## src/rtl/mem_arbiter.sv

```systemverilog
// Arbiter sharing one single-ported RAM between instruction fetch and data access.
// Data wins by default; a fairness bit lets a waiting fetch go next; a watchdog traps a hung RAM.
module mem_arbiter #(
    parameter int TIMEOUT = 15,
    parameter int AW      = 32,
    parameter int DW      = 32
) (
    input  logic          CLK,
    input  logic          RST,
    input  logic          iREN,
    input  logic [AW-1:0] iaddr,
    output logic [DW-1:0] iload,
    output logic          iwait,
    input  logic          dREN,
    input  logic          dWEN,
    input  logic [AW-1:0] daddr,
    input  logic [DW-1:0] dstore,
    output logic [DW-1:0] dload,
    output logic          dwait,
    output logic          ramREN,
    output logic          ramWEN,
    output logic [AW-1:0] ramaddr,
    output logic [DW-1:0] ramstore,
    input  logic [DW-1:0] ramload,
    input  logic          ram_ready,
    output logic          error
);

    localparam int CW = $clog2(TIMEOUT + 1);
    localparam logic [CW-1:0] TMAX = CW'(TIMEOUT);

    typedef enum logic [2:0] {
        IDLE,
        IREAD,
        DREAD,
        DWRITE,
        ERROR
    } state_t;

    state_t        state;
    state_t        state_n;
    logic [AW-1:0] addr_q;
    logic [DW-1:0] data_q;
    logic [CW-1:0] cnt;
    logic [CW-1:0] cnt_inc;
    logic          fair;
    logic          busy;
    logic          done;

    assign busy    = (state == IREAD) || (state == DREAD) || (state == DWRITE);
    assign done    = busy && ram_ready;
    assign cnt_inc = cnt + 1'b1;

    always_comb begin
        state_n = state;
        case (state)
            IDLE: begin
                if (fair && iREN)  state_n = IREAD;
                else if (dWEN)     state_n = DWRITE;
                else if (dREN)     state_n = DREAD;
                else if (iREN)     state_n = IREAD;
            end
            IREAD, DREAD, DWRITE: begin
                // Completion beats timeout when both land in the same cycle
                if (ram_ready)            state_n = IDLE;
                else if (cnt_inc == TMAX) state_n = ERROR;
            end
            ERROR:   state_n = ERROR;
            default: state_n = IDLE;
        endcase
    end

    always_ff @(posedge CLK or posedge RST) begin
        if (RST) begin
            state  <= IDLE;
            addr_q <= '0;
            data_q <= '0;
            cnt    <= '0;
            fair   <= 1'b0;
            error  <= 1'b0;
            iload  <= '0;
            dload  <= '0;
        end else begin
            state <= state_n;
            if (state == IDLE) begin
                cnt <= '0;
                if (state_n == IREAD) begin
                    addr_q <= iaddr;
                    fair   <= 1'b0;
                end else if (state_n == DREAD || state_n == DWRITE) begin
                    addr_q <= daddr;
                    if (state_n == DWRITE) data_q <= dstore;
                end
            end else if (busy && !ram_ready) begin
                cnt <= cnt_inc;
            end
            if (done && state != IREAD && iREN) fair <= 1'b1;
            if (done && state == IREAD) iload <= ramload;
            if (done && state == DREAD) dload <= ramload;
            if (state_n == ERROR) error <= 1'b1;
        end
    end

    assign ramREN   = (state == IREAD) || (state == DREAD);
    assign ramWEN   = (state == DWRITE);
    assign ramaddr  = busy ? addr_q : '0;
    assign ramstore = (state == DWRITE) ? data_q : '0;

    assign iwait = !(done && state == IREAD && iREN);
    assign dwait = !(done && ((state == DREAD && dREN) || (state == DWRITE && dWEN)));

endmodule

```

## config.mk

```make
export PLATFORM = sky130hd
export DESIGN_NAME = mem_arbiter
export DESIGN_NICKNAME = d
export VERILOG_FILES = /design/src/rtl/mem_arbiter.sv
export SDC_FILE = /design/constraint.sdc
export NUM_CORES = 1
export LEC_CHECK = 0
export ABC_CLOCK_PERIOD_IN_PS = 4900
export CAP_MARGIN = 40
export CORE_UTILIZATION = 38
export DETAILED_ROUTE_END_ITERATION = 10
export PLACE_DENSITY = 0.76
export SKIP_CTS_REPAIR_TIMING = 1
export SYNTH_ARGS = -nofsm -noshare
export SYNTH_HDL_FRONTEND = slang
export SYNTH_SLANG_ARGS = --single-unit
```

## constraint.sdc

```tcl
create_clock -name CLK -period 4.9 [get_ports CLK]
set_input_delay 0.98 -clock CLK [delete_from_list [all_inputs] [get_ports CLK]]
set_output_delay 0.98 -clock CLK [all_outputs]
set_load 0.1 [all_outputs]
```

==> run summary <==
unrepaired setup endpoints after global routing: false
DR vias/cell: 4.70
Core Box Area: 15900 um^2
startpoint types: flop
hold path startpoint: error
Synth area leaders: dfrtp_1 (56%), mux2_2 (18%), and2_1 (6.5%)
worst setup margin: 1.05 ns
Final period util: 78.6%
# IOs: 267
fin nets: 983
Hold Path Cell Cnt: 1
gr usage total: 22.8%
Fin Setup TNS: 0 ns
Crit Reg-Reg Startpoint: cnt[0]
Reg-to-Reg End: addr_q[15]
slowest stage delay, CP: 0.87 ns
# port buffers: 266
post-synthesis cell area: 6170 um^2
share of cells above drive strength 1: 32.8%
wirelength, routed: 18500 um
remaining routing DRC violations: 0
R2R setup slack: 2.65 ns
Antenna Nets Post-Route: 0
CTS clock-pin slew for the worst setup and hold paths: 0.05 ns
GR Overflow Total: 0
routed len/inst: 17.3 um
Hold Path End: error
max-cap violations: 0
crit path launch: state[2]
DP HPWL: 14400 um
Post-synth EDFFs: 0
initial drt markers: 131
Slew HR: 40.3%
Most used DFF post-synth: dfrtp_1
routed vias: 5045
Clock Latency Late Sink: 0.41 ns
area grow syn2layout: 82.9%
slowest cell on the critical path: and3b_1
crit end category: output port
Tightest Pin Transition: 0.895 ns
Worst EP arrival: 2.87 ns
routability congestion estimate: 0.791
Setup Crit Path Kind: flop to output port
Num CTS Buffers: 17
register bit total from synthesis: 137
Synth Warn #: 0
worst-path cell chain: and3b_1 > and2_1 > clkdlybuf4s50_1 > buf_8
chip width: 129 um
largest net degree at the start of global routing: 89
# diodes: 0
Worst Skew: 0.00768 ns
final hold vios: 0
min Tclk post-route: 3.85 ns
final setup violation count: 0
WHS: 0.484 ns
Die Y: 129 um
Mapped Cells: 482
Synth area leader: dfrtp_1
effective utilization at floorplan: 38.8%
syn_area_per_cell: 12.8 um^2
Async S/R FF share, synth: 100%
fmax: 260 MHz
syn_nets: 618
Seq/Total Area, Yosys: 55.6%
Clock Path Buffers: 2
TritonCTS Sinks: 137
Reg2Reg Depth: 7
Slew Limit Fails: 0
post-synth cell types: 42
vias in the first global route: 5532
die area: 16700 um^2
drt first pass iters: 4
root cell of the clock tree: clkbuf_16
std cell rows: 46
wire length of the first global-routing pass: 28400 um
Hold WC Path Type: flop to flop
CTS tree: built
initial antenna violation count: 0
DP Worst Slack: 1.50 ns
Worst Path Required: 3.92 ns
post-synth top area share: 55.6%
H-tree levels: 4
crit path max fanout: 33
status: complete, no violations
[metrics by stage]
| step | area [um^2] | cells | util, % |
|---|---|---|---|
| finish | 11300 | 1074 | 71.0 |
| CTS | 11300 | 1074 | 71.0 |
| global placement | 8880 | 945 | 55.9 |
| floorplan | 6170 | 482 | - |
| detailed placement | 10700 | 1044 | 67.3 |
| global route | 11300 | 1074 | 71.0 |
[cells in the final DEF, fill, tap and decap left out, types with 3 or more instances in the layout]
cell type        synthesis  final
clkdlybuf4s50_1          0    232
dfrtp_1                137    137
mux2_2                  97     97
buf_8                    0     73
and2_1                  64     64
buf_4                    0     42
nor2_1                  38     38
a21oi_1                 35     35
mux2i_1                 33     33
buf_16                   0     26
clkbuf_16                0     17
nand2_1                  8      8
inv_1                    5      4
or2_2                    3      3
a22o_1                   3      3
o21ai_0                  3      3
clkinv_2                 0      3
clkinvlp_4               0      3
clkinv_4                 0      3
bufinv_16                0      3
[worst max-delay path by stage]
stage                    to  slack, ns  depth (start not counted)
2_1_floorplan     addr_q[0]       0.25                          1
3_3_place_gp   ramstore[22]       1.33                          3
3_5_place_dp   ramstore[17]       1.50                          4
4_1_cts        ramstore[17]       1.07                          4
5_1_grt        ramstore[17]       0.91                          4
6_report       ramstore[17]       1.05                          4
[Yosys cell counts, types with 2 or more instances]
| master | n |
|---|---|
| a21boi_0 | 3 |
| a21oi_1 | 35 |
| a22o_1 | 3 |
| and2_1 | 64 |
| and3b_1 | 2 |
| buf_12 | 3 |
| buf_2 | 10 |
| clkbuf_1 | 6 |
| clkbuf_8 | 3 |
| dfrtp_1 | 137 |
| dlygate4sd1_1 | 2 |
| ha_1 | 2 |
| inv_1 | 5 |
| mux2_2 | 97 |
| mux2i_1 | 33 |
| nand2_1 | 8 |
| nor2_1 | 38 |
| nor3_1 | 3 |
| o21ai_0 | 3 |
| or2_2 | 3 |
[critical path, delay by kind of cell, from the launching register on]
kind | cells | cell delay, ns
buffers and inverters | 2 | 0.77
DFF | 1 | 0.54
and+or+nand+nor | 2 | 1.13
[logic make-up (layout without fill, tap and decap cells)]
| kind of cell | after synthesis | in the layout | synth area share [%] |
|---|---|---|---|
| DFF | 137 | 137 | 55.6 |
| muxes | 130 | 130 | 23.1 |
| and+or+nand+nor | 126 | 126 | 11.2 |
| AOI/OAI and AO/OA | 55 | 55 | 5.86 |
| buffers and inverters | 32 | 408 | 3.85 |
| adders and majority gates | 2 | 2 | 0.406 |
[registers in the layout, summed over array words and instances (netlist names)]
signal,cells
state,3
error,1
addr_q,32
iload,32
dload,32
fair,1
cnt,4
data_q,32
[per-layer routing]
metal	wire length [um]	share of wire [%]	vias to the layer above	track usage [%]
met2	10000	54	205	42.9
met4	681	3.7	0	11.8
met1	6620	36	2402	23.2
met3	1230	6.6	51	5.74
li1	-	-	2387	-
met5	0	0	-	0
[final cells by class]
class / count / area (um^2)
Fill cell: 1092 / 4610
Clock inverter: 12 / 154
Multi-Input combinational cell: 313 / 2520
Timing Repair Buffer: 373 / 4450
Tap cell: 216 / 270
Inverter: 5 / 23.8
Sequential cell: 137 / 3430
Clock buffer: 18 / 429
Power is not shown: default switching activity piles up to over one toggle a cycle in this logic, so the estimate is an artifact.
